===== config.mk =====
export PLATFORM = sky130hd
export DESIGN_NAME = alu_slice_sequencer_flat
export DESIGN_NICKNAME = d
export VERILOG_FILES = /design/src/rtl/alu_slice_sequencer_if.sv /design/src/rtl/alu_slice_sequencer.sv /design/src/flat_wrapper.sv
export SDC_FILE = /design/constraint.sdc
export NUM_CORES = 1
export LEC_CHECK = 0
export BUFFER_PORTS_ARGS = -buffer_cell sky130_fd_sc_hd__buf_2
export CAP_MARGIN = 15
export CORE_AREA = 2 2 103 105
export CTS_CLUSTER_DIAMETER = 80
export CTS_CLUSTER_SIZE = 14
export DETAILED_ROUTE_END_ITERATION = 8
export DIE_AREA = 0 0 105 107
export PLACE_DENSITY_LB_ADDON = 0.12
export SYNTH_ARGS = -nofsm -noshare
export SYNTH_HDL_FRONTEND = slang
export SYNTH_SLANG_ARGS = --single-unit

===== constraint.sdc =====
create_clock -name clk -period 2.5 [get_ports clk]
set_clock_uncertainty 0.15 [all_clocks]
set_input_delay 0.125 -clock clk [delete_from_list [all_inputs] [get_ports clk]]
set_output_delay 0.125 -clock clk [all_outputs]
set_load 0.02 [all_outputs]

===== src/rtl/alu_slice_sequencer_if.sv =====
// alu_slice_sequencer_if: request/response handshake plus the slice bus between the sequencer and its ALU slice.
interface alu_slice_sequencer_if #(
    parameter int W = 16,
    parameter int S = 4
);
    logic         req_valid;
    logic         req_ready;
    logic [2:0]   req_op;
    logic [W-1:0] req_a;
    logic [W-1:0] req_b;
    logic         rsp_valid;
    logic         rsp_ready;
    logic [W-1:0] rsp_result;
    logic         rsp_flag;
    logic [1:0]   rsp_cmp;
    logic [S-1:0] sl_a;
    logic [S-1:0] sl_b;
    logic [2:0]   sl_op;
    logic         sl_p_c;
    logic [S-1:0] sl_out;
    logic         sl_n_c;
    logic [1:0]   sl_cmp;

    modport master (
        input  req_valid, req_op, req_a, req_b, rsp_ready, sl_out, sl_n_c, sl_cmp,
        output req_ready, rsp_valid, rsp_result, rsp_flag, rsp_cmp, sl_a, sl_b, sl_op, sl_p_c
    );

    modport slave (
        output req_valid, req_op, req_a, req_b, rsp_ready, sl_out, sl_n_c, sl_cmp,
        input  req_ready, rsp_valid, rsp_result, rsp_flag, rsp_cmp, sl_a, sl_b, sl_op, sl_p_c
    );
endinterface


===== src/rtl/alu_slice_sequencer.sv =====
// alu_slice_sequencer: runs one W-bit op through an external S-bit ALU slice over W/S cycles,
// chaining carry/shift bits between passes and assembling the full-width result.
module alu_slice_sequencer #(
    parameter int W = 16,
    parameter int S = 4
) (
    input  logic                    clk,
    input  logic                    rst_n,
    alu_slice_sequencer_if.master   bus
);
    localparam int N  = W / S;
    localparam int IW = (N > 1) ? $clog2(N) : 1;

    localparam logic [1:0] ST_IDLE = 2'd0;
    localparam logic [1:0] ST_RUN  = 2'd1;
    localparam logic [1:0] ST_DONE = 2'd2;

    localparam logic [2:0] OP_ADD = 3'b000;
    localparam logic [2:0] OP_RSH = 3'b001;
    localparam logic [2:0] OP_POP = 3'b010;
    localparam logic [2:0] OP_CMP = 3'b011;

    logic [1:0]    state_q, state_d;
    logic [2:0]    op_q, op_d;
    logic [W-1:0]  a_q, a_d;
    logic [W-1:0]  b_q, b_d;
    logic [W-1:0]  acc_q, acc_d;
    logic          chain_q, chain_d;
    logic [IW-1:0] idx_q, idx_d;
    logic          flag_q, flag_d;
    logic [1:0]    cmp_q, cmp_d;

    logic run, chained, up, last, cmp_hit;

    assign run     = state_q == ST_RUN;
    assign chained = op_q == OP_ADD || op_q == OP_RSH;
    assign up      = op_q == OP_ADD || op_q == OP_POP;
    assign last    = up ? (idx_q == IW'(N - 1)) : (idx_q == '0);
    assign cmp_hit = op_q == OP_CMP && bus.sl_cmp != 2'b00;

    assign bus.req_ready  = state_q == ST_IDLE;
    assign bus.rsp_valid  = state_q == ST_DONE;
    assign bus.rsp_result = acc_q;
    assign bus.rsp_flag   = flag_q;
    assign bus.rsp_cmp    = cmp_q;
    assign bus.sl_a       = run ? a_q[idx_q*S +: S] : '0;
    assign bus.sl_b       = run ? b_q[idx_q*S +: S] : '0;
    assign bus.sl_p_c     = run && chained ? chain_q : 1'b0;
    assign bus.sl_op      = op_q;

    always_comb begin
        state_d = state_q;
        op_d    = op_q;
        a_d     = a_q;
        b_d     = b_q;
        acc_d   = acc_q;
        chain_d = chain_q;
        idx_d   = idx_q;
        flag_d  = flag_q;
        cmp_d   = cmp_q;
        case (state_q)
            ST_IDLE: if (bus.req_valid) begin
                op_d    = bus.req_op;
                a_d     = bus.req_a;
                b_d     = bus.req_b;
                acc_d   = '0;
                chain_d = 1'b0;
                flag_d  = 1'b0;
                cmp_d   = 2'b00;
                idx_d   = (bus.req_op == OP_RSH || bus.req_op == OP_CMP) ? IW'(N - 1) : '0;
                // ops 1xx are unsupported and complete immediately with an all-zero response
                state_d = bus.req_op[2] ? ST_DONE : ST_RUN;
            end
            ST_RUN: begin
                if (chained) begin
                    acc_d[idx_q*S +: S] = bus.sl_out;
                    chain_d             = bus.sl_n_c;
                end
                if (op_q == OP_POP) acc_d = acc_q + W'(bus.sl_out);
                if (last && chained) flag_d = bus.sl_n_c;
                if (cmp_hit) cmp_d = bus.sl_cmp;
                idx_d   = up ? idx_q + 1'b1 : idx_q - 1'b1;
                state_d = (last || cmp_hit) ? ST_DONE : ST_RUN;
            end
            ST_DONE: if (bus.rsp_ready) state_d = ST_IDLE;
            default: state_d = ST_IDLE;
        endcase
    end

    always_ff @(posedge clk or negedge rst_n) begin
        if (!rst_n) begin
            state_q <= ST_IDLE;
            op_q    <= '0;
            a_q     <= '0;
            b_q     <= '0;
            acc_q   <= '0;
            chain_q <= 1'b0;
            idx_q   <= '0;
            flag_q  <= 1'b0;
            cmp_q   <= 2'b00;
        end else begin
            state_q <= state_d;
            op_q    <= op_d;
            a_q     <= a_d;
            b_q     <= b_d;
            acc_q   <= acc_d;
            chain_q <= chain_d;
            idx_q   <= idx_d;
            flag_q  <= flag_d;
            cmp_q   <= cmp_d;
        end
    end
endmodule


===== src/flat_wrapper.sv =====
// flat-port wrapper written by rule: the top's interface ports become plain ports
module alu_slice_sequencer_flat 
#(
    parameter int W = 16,
    parameter int S = 4
)
  (clk, rst_n, bus_req_valid, bus_req_op, bus_req_a, bus_req_b, bus_rsp_ready, bus_sl_out, bus_sl_n_c, bus_sl_cmp, bus_req_ready, bus_rsp_valid, bus_rsp_result, bus_rsp_flag, bus_rsp_cmp, bus_sl_a, bus_sl_b, bus_sl_op, bus_sl_p_c);
  alu_slice_sequencer_if #(.W(W), .S(S)) bus_i ();
  input  logic clk;
  input  logic rst_n;
  input wire logic [$bits(bus_i.req_valid)-1:0] bus_req_valid;
  input wire logic [$bits(bus_i.req_op)-1:0] bus_req_op;
  input wire logic [$bits(bus_i.req_a)-1:0] bus_req_a;
  input wire logic [$bits(bus_i.req_b)-1:0] bus_req_b;
  input wire logic [$bits(bus_i.rsp_ready)-1:0] bus_rsp_ready;
  input wire logic [$bits(bus_i.sl_out)-1:0] bus_sl_out;
  input wire logic [$bits(bus_i.sl_n_c)-1:0] bus_sl_n_c;
  input wire logic [$bits(bus_i.sl_cmp)-1:0] bus_sl_cmp;
  output wire logic [$bits(bus_i.req_ready)-1:0] bus_req_ready;
  output wire logic [$bits(bus_i.rsp_valid)-1:0] bus_rsp_valid;
  output wire logic [$bits(bus_i.rsp_result)-1:0] bus_rsp_result;
  output wire logic [$bits(bus_i.rsp_flag)-1:0] bus_rsp_flag;
  output wire logic [$bits(bus_i.rsp_cmp)-1:0] bus_rsp_cmp;
  output wire logic [$bits(bus_i.sl_a)-1:0] bus_sl_a;
  output wire logic [$bits(bus_i.sl_b)-1:0] bus_sl_b;
  output wire logic [$bits(bus_i.sl_op)-1:0] bus_sl_op;
  output wire logic [$bits(bus_i.sl_p_c)-1:0] bus_sl_p_c;
  assign bus_i.req_valid = bus_req_valid;
  assign bus_i.req_op = bus_req_op;
  assign bus_i.req_a = bus_req_a;
  assign bus_i.req_b = bus_req_b;
  assign bus_i.rsp_ready = bus_rsp_ready;
  assign bus_i.sl_out = bus_sl_out;
  assign bus_i.sl_n_c = bus_sl_n_c;
  assign bus_i.sl_cmp = bus_sl_cmp;
  assign bus_req_ready = bus_i.req_ready;
  assign bus_rsp_valid = bus_i.rsp_valid;
  assign bus_rsp_result = bus_i.rsp_result;
  assign bus_rsp_flag = bus_i.rsp_flag;
  assign bus_rsp_cmp = bus_i.rsp_cmp;
  assign bus_sl_a = bus_i.sl_a;
  assign bus_sl_b = bus_i.sl_b;
  assign bus_sl_op = bus_i.sl_op;
  assign bus_sl_p_c = bus_i.sl_p_c;
  alu_slice_sequencer #(.W(W), .S(S)) u_core (.clk(clk), .rst_n(rst_n), .bus(bus_i));
endmodule

Word-level counts from Yosys, hierarchy flattened

Index checks and enable logic that the tools add are counted.

Register bits after elaboration: 59
Input bits: 46
Output and inout port bits: 33
Word-level logic and storage cells: 76

Add/sub/neg operators: 4
Eq/ne operators: 14
Shift-type cells: 4
Mux-type cells: 26
Reduce and logical (&&, ||, !) cells: 19

Operator list:

| cell                                                                    | number |
|---|---|
| 16-bit 2-to-1 mux                                                       | 3 |
| 4-bit negation with 34-bit output                                       | 1 |
| 4-bit by 34-bit variable shift with 16-bit output, first input constant | 1 |
| 4-bit by 34-bit variable part select with 16-bit output                 | 1 |
| 16-bit case mux with 2 select lines                                     | 1 |
| 16-bit by 5-bit variable part select with 4-bit output                  | 2 |
| 2-bit 2-to-1 mux                                                        | 9 |
| 16-bit by 4-bit adder with 16-bit output                                | 1 |
| 16-bit bitwise mux                                                      | 1 |
| 3-bit AND reduction                                                     | 4 |
| 2-bit inequality test, second input constant                            | 5 |
| 3-bit by 2-bit == test with 1-bit output, second input constant         | 3 |
| 4-bit 2-to-1 mux                                                        | 2 |
| 2-bit case mux with 2 select lines                                      | 2 |
| 3-bit by 1-bit == test with 1-bit output, second input constant         | 2 |
| 2-bit case mux with 3 select lines                                      | 1 |
| 2-bit AND reduction                                                     | 3 |
| 1-bit 2-to-1 mux                                                        | 5 |
| 2-bit == test, second input constant                                    | 2 |
| 2-bit zero test                                                         | 2 |
| 1-bit logical OR                                                        | 4 |
| 1-bit case mux with 2 select lines                                      | 2 |
| 2-bit nonzero test                                                      | 2 |
| 1-bit logical AND                                                       | 3 |
| 5 further kinds                                                         | 5 |

Depth between registers and ports, before layout

Word-level depth: 6
Gate-level depth with buffers: 9
Mapped depth without buffers: 8

Least setup slack after synthesis

No wires, ideal clock.

Kind: register to register
Start: register u_core.idx_q[0]
End: register u_core.acc_q[9], in the netlist u_core.bus.rsp_result[9]
Setup time: 0.126 ns
Arrival time: 2.044 ns
Data required time: 2.224 ns
Setup slack: 0.180 ns
Stages on the path, launching flop included: 10
Path buffers: 2
Clock period less this slack: 2.320 ns
Cell sequence: dfrtp_1 -> buf_2 -> buf_2 -> inv_1 -> ha_1 -> and4bb_2 -> a21oi_1 -> nor3_1 -> o211a_1 -> a221o_1

Cells in the longest elaborated chain, start to end: 6
Elaborated cells on any way between the ends: 7
Those cells by class: add/sub (1); shift (2); mux (4)

RTL lines:

| what                                                                                                                                | line                       | text |
|---|---|---|
| start: declaration                                                                                                                  | alu_slice_sequencer.sv:29  | `logic [IW-1:0] idx_q, idx_d;` |
| start signal: assignment                                                                                                            | alu_slice_sequencer.sv:108 | `idx_q <= idx_d;` |
| 4-bit negation with 34-bit output (*)                                                                                               | alu_slice_sequencer.sv:76  | `acc_d[idx_q*S +: S] = bus.sl_out;` |
| 4-bit by 34-bit variable part select with 16-bit output / 4-bit by 34-bit variable shift with 16-bit output (equally long branches) | alu_slice_sequencer.sv:76  |  |
| 16-bit bitwise mux (*)                                                                                                              | alu_slice_sequencer.sv:76  |  |
| 16-bit 2-to-1 mux (*)                                                                                                               | alu_slice_sequencer.sv:75  | `if (chained) begin` |
| 16-bit 2-to-1 mux (*)                                                                                                               | alu_slice_sequencer.sv:79  | `if (op_q == OP_POP) acc_d = acc_q + W'(bus.sl_out);` |
| 16-bit case mux with 2 select lines (*)                                                                                             | alu_slice_sequencer.sv:61  | `case (state_q)` |
| end signal: assignment                                                                                                              | alu_slice_sequencer.sv:96  | `acc_q <= '0;` |
| end signal: assignment                                                                                                              | alu_slice_sequencer.sv:106 | `acc_q <= acc_d;` |
| end: declaration                                                                                                                    | alu_slice_sequencer.sv:27  | `logic [W-1:0] acc_q, acc_d;` |

Mark *: on every way between the ends. The rest lies on a longest branch, timed or not. The select of a mux whose other input is x is not followed.
A chain may end at the register's enable or synchronous reset.

Final worst setup path

Start: input port bus_sl_out[0]
End: register u_core.acc_q[10], in the netlist u_core.bus.rsp_result[10]

Cells in the longest elaborated chain, start to end: 5
Elaborated cells on any way between the ends: 6
Those cells by class: add/sub (1); shift (1); mux (4)

RTL lines:

| what                                                                             | line                      | text |
|---|---|---|
| start: declaration                                                               | flat_wrapper.sv:16        | `input wire logic [$bits(bus_i.sl_out)-1:0] bus_sl_out;` |
| branches (longest 3 deep; another with 16-bit by 4-bit adder with 16-bit output) | -                         |  |
| 16-bit 2-to-1 mux (*)                                                            | alu_slice_sequencer.sv:79 |  |
| 16-bit case mux with 2 select lines (*)                                          | alu_slice_sequencer.sv:61 |  |

Mark *: on every way between the ends. The select of a mux whose other input is x is not followed.

==> tab_implementation.tex <==
\begin{tabular}{lr}
\hline
Metric & Value \\
\hline
\multicolumn{2}{l}{\textbf{Floorplanning}} \\
\quad Starting density of the core & between 30\% and 40\% \\
\quad Die W & 105 um \\
\quad Core region area & slightly above 0.01 mm2 \\
\quad Row cnt & 37 \\
\quad Die outline area & 0.01124 mm2 \\
\quad Number of placed I/O pins & between 70 and 80 \\
\quad Chip height & approximately 110 um \\
\multicolumn{2}{l}{\textbf{GRT}} \\
\quad Number of antenna violations at the first check in global routing & 0 \\
\quad Via count of the first global-routing pass & about 3100 \\
\quad Maximum number of pins on one net before global-route repair & 60 \\
\quad Total global-route track usage & $\sim$18\% \\
\quad Wire length of the first global-routing pass & 15850 um \\
\quad Remaining Overflow, GRT & 0 \\
\multicolumn{2}{l}{\textbf{Worst hold path}} \\
\quad Cell count of the worst hold path & 3 \\
\quad Hold Crit Start & bus\_req\_valid \\
\quad Hold-critical path endpoint & u\_core.state\_q[0]\$\_DFFE\_PN0P\_ \\
\quad Type of the tightest min-delay check & in -> reg \\
\multicolumn{2}{l}{\textbf{Setup path}} \\
\quad Required time of the critical path & between 2 and 3 ns \\
\quad Crit-path cells & dlygate4sd3\_1 -> buf\_2 -> ha\_1 -> inv\_1 -> fa\_1 -> nand2b\_1 -> a211oi\_2 -> buf\_4 -> nand3\_1 -> o21a\_1 -> o22ai\_1 \\
\quad Worst r2r src & u\_core.bus.rsp\_result[0]\$\_DFFE\_PN0P\_ \\
\quad Reg-to-Reg End & u\_core.bus.rsp\_result[10]\$\_DFFE\_PN0P\_ \\
\quad Maximum cell stage delay along the critical path & about 0.52 ns \\
\quad Worst-path cell with the longest stage delay & sky130\_fd\_sc\_hd\_\_dlygate4sd3\_1 \\
\quad Critical path arrival & between 2 and 2.5 ns \\
\quad Number of buffers and inverters on the critical path & 4 \\
\quad Top fanout value on the critical path & 8 \\
\quad Kind of end point of the critical path & flop \\
\quad Reg2Reg Depth & 9 \\
\quad Kind of launch point of the worst setup path & input pin \\
\quad Kind of cell adding the most delay to the critical path & buffers and inverters \\
\quad Crit Path Class & in -> reg \\
\quad Setup slack, reg-to-reg & slightly above 0.3 ns \\
\multicolumn{2}{l}{\textbf{Pwr}} \\
\quad Static leakage power & around 2.2 nW \\
\quad Power Density & $\sim$1100 mW/mm2 \\
\quad Total power & $\sim$4.9 mW \\
\quad Largest voltage drop on the vdd net & roughly 0.5 mV \\
\multicolumn{2}{l}{\textbf{Yosys}} \\
\quad Count leader, synth & sky130\_fd\_sc\_hd\_\_nand2\_1 \\
\quad Share of synthesized flip-flops with an asynchronous set or reset & 100.0\% \\
\quad Synthesized cell area & around 0.0034 mm2 \\
\quad Top\_reg\_cell synth & sky130\_fd\_sc\_hd\_\_dfrtp\_1 \\
\quad Synth area leaders & sky130\_fd\_sc\_hd\_\_dfrtp\_1, sky130\_fd\_sc\_hd\_\_nand2\_1, sky130\_fd\_sc\_hd\_\_mux4\_2 \\
\quad Adder-cell share of the synthesized area & under 10\% \\
\quad Number of standard cells after synthesis & 382 \\
\quad Multiplexer fraction of the synthesized cell area & roughly 5.6\% \\
\quad Share of Yosys cell area claimed by the top area cell type & 43.83\% \\
\quad Mean instance size in the synthesized netlist & about 8.8 um2 \\
\quad Synth warn & 0 \\
\quad Number of synthesized flops with an enable pin & 0 \\
\quad Synthesized Nets & $\sim$440 \\
\quad Most frequent cells after synthesis & sky130\_fd\_sc\_hd\_\_nand2\_1, sky130\_fd\_sc\_hd\_\_dfrtp\_1, sky130\_fd\_sc\_hd\_\_nor2\_1 \\
\quad Cell type with the highest aggregate area in the netlist & sky130\_fd\_sc\_hd\_\_dfrtp\_1 \\
\quad Fraction of the mapped netlist area in compound gates & $\sim$15\% \\
\quad Number of library cell types mapped by synthesis & 57 \\
\quad Fraction of synthesized cell area in xor and xnor cells & around 1.3\% \\
\quad Simple logic cell fraction of the synthesized area & $\sim$27\% \\
\quad Number of storage elements in the synthesis netlist & between 50 and 60 \\
\quad Sequential element share of the synthesized area & $\sim$44\% \\
\quad Largest family of logic cells by synthesized area & simple AND/OR/NAND/NOR gates \\
\multicolumn{2}{l}{\textbf{Clock tree}} \\
\quad Number of gates resized after CTS & 0 \\
\quad Number of clock sinks & 59 \\
\quad Buffer levels on the longest clock path & 2 \\
\quad Clock root buffer & sky130\_fd\_sc\_hd\_\_clkbuf\_8 \\
\quad Clock edge transition at the registers on the reported setup and hold paths & $\sim$0.080 ns \\
\quad H-Tree Depth & 3 \\
\quad Clk Latency, worst-skew pair & between 0.3 and 0.4 ns \\
\quad Number of buffers added by the clock tree synthesis step & 9 \\
\quad CTS tree & done \\
\multicolumn{2}{l}{\textbf{Drt}} \\
\quad Total iterations of the first detailed-routing run & 4 \\
\quad Routed wire length & about 9400 um \\
\quad Total via count in the routed design & 3157 \\
\quad Iter 0 DRT Violations & 130 \\
\quad \# DRC & 0 \\
\quad Post-detailed-route count of antenna-violating nets & 0 \\
\quad Wire per inst & $\sim$15 um \\
\quad Vias/cell & a little under 5 \\
\multicolumn{2}{l}{\textbf{Placed design}} \\
\quad Final RePlAce weighted congestion & roughly 0.82 \\
\quad Post-placement cell count & just under 600 \\
\quad Total half-perimeter wirelength after legalization and detailed placement & approximately 6300 um \\
\quad IO Port Bufs & 78 \\
\multicolumn{2}{l}{\textbf{STA}} \\
\quad Slew HR & 67.59\% \\
\quad Final total negative setup slack & 0 ns \\
\quad Unrepaired setup endpoints after global routing & no \\
\quad Maximum clock frequency & 437.4 MHz \\
\quad Least-Margin Pin Slew & just under 0.5 ns \\
\quad Final setup violation count & 0 \\
\quad Worst hold slack across all endpoints & about 0.015 ns \\
\quad Fin. max-slew vios & 0 \\
\quad Final period demand of the worst path & around 2.3 ns \\
\quad Period utilisation layout & between 90\% and 100\% \\
\quad Total count of hold-check failures in the final report & 0 \\
\multicolumn{2}{l}{\textbf{Finish}} \\
\quad Number of inserted filler cells in the final layout & roughly 1100 \\
\quad Fraction of layout instances using a drive strength above 1 & $\sim$25\% \\
\quad Final cell count without fillers & 649 \\
\quad Antenna diode count & 0 \\
\quad Final net count & $\sim$560 \\
\quad Area taken by flip-flops and latches & $\sim$0.0015 mm2 \\
\quad Final core utilization & between 40\% and 50\% \\
\quad Layout overhead on the synthesized area & 36.78\% \\
\quad Footprint of the multi-input gates & 0.001775 mm2 \\
\multicolumn{2}{l}{\textbf{Run}} \\
\quad Reported max-cap violation count & 0 \\
\multicolumn{2}{l}{\textbf{Status}} \\
\quad Outcome & finished clean \\
\hline
\end{tabular}
## logic make-up after synthesis
kind of cell               Yosys count
and+or+nand+nor                    203
AOI/OAI and AO/OA                   69
DFF                                 59
buffers and inverters               27
adders and majority gates           10
muxes                                9
xor gates and xnor gates             5
## timing repair
action	CTS	global route
hold buffers	43	0
endpoints found under the hold margin	103	0
setup endpoints to repair	0	0
setup buffers	0	0
## power by group
| part | switching [mW] | internal, mW |
|---|---|---|
| sequential | 0.274 | 1.32 |
| combinational | 1.34 | 0.952 |
| clock | 0.428 | 0.566 |
| total | 2.04 | 2.84 |
## worst min-delay path: cells and delay by family
| family | cells | cell delay, ns |
|---|---|---|
| and+or+nand+nor | 1 | 0.18 |
| buffers and inverters | 1 | 0.11 |
| AOI/OAI and AO/OA | 1 | 0.05 |
## routing by layer
| metal | global-route usage (%) | share of wire (%) | vias up |
|---|---|---|---|
| met5 | 0 | 0 | - |
| met4 | 5.143 | 0.76 | 0 |
| met3 | 4.073 | 5.1 | 9 |
| met2 | 29.59 | 47 | 89 |
| met1 | 23.32 | 47 | 1492 |
| li1 | - | - | 1567 |
## layout by cell type (no fill, tap or decap), drive strengths merged, types with 4 or more instances in the layout
cell type / netlist / final
o31ai: 7 / 7
nand3: 7 / 7
dfrtp: 59 / 59
mux4: 8 / 8
o211ai: 4 / 4
nor3: 6 / 6
clkbuf: 8 / 9
ha: 9 / 9
dlygate4sd3: 0 / 43
inv: 8 / 9
buf: 11 / 91
a21oi: 9 / 9
and3: 4 / 4
and2: 9 / 9
a31oi: 5 / 5
nor2: 22 / 22
nor2b: 4 / 4
o21ai: 19 / 19
nand2: 133 / 133
## area by class of cell
class	count	area share, %
Tap cell	136	3.694
Sequential cell	59	32.05
Clock inverter	7	2.173
Multi-Input combinational cell	296	38.54
Clock buffer	9	2.689
Timing Repair Buffer	134	20.21
Inverter	8	0.6518
## per-stage QoR
step | worst slack (ns) | instance area (um2)
global placement | 0.3571 | 3953
finish | 0.2136 | 4607
detailed placement | 0.3442 | 3953
CTS | 0.2345 | 4607
floorplan | 0.1802 | 3368
global route | 0.02903 | 4607
## flip-flops by register name (all words and copies together) (netlist names)
signal                 cells
u_core.bus.rsp_cmp         2
u_core.bus.sl_op           3
u_core.a_q                16
u_core.idx_q               2
u_core.state_q             2
u_core.bus.rsp_flag        1
u_core.b_q                16
u_core.chain_q             1
u_core.bus.rsp_result     16
## worst max path at each step
stage	startpoint	endpoint	slack [ns]	depth (start not counted)
floorplan	u_core.idx_q[0]$_DFFE_PN0P_	u_core.bus.rsp_result[9]$_DFFE_PN0P_	0.18	9
global placement	u_core.bus.rsp_result[0]$_DFFE_PN0P_	u_core.bus.rsp_result[6]$_DFFE_PN0P_	0.36	8
detailed placement	u_core.bus.rsp_result[0]$_DFFE_PN0P_	u_core.bus.rsp_result[10]$_DFFE_PN0P_	0.34	9
CTS	bus_sl_out[0]	u_core.bus.rsp_result[10]$_DFFE_PN0P_	0.23	11
global route	bus_sl_out[0]	u_core.bus.rsp_result[14]$_DFFE_PN0P_	0.03	11
finish	bus_sl_out[0]	u_core.bus.rsp_result[10]$_DFFE_PN0P_	0.21	11
Note: power is estimated with default switching activity, not from simulation.
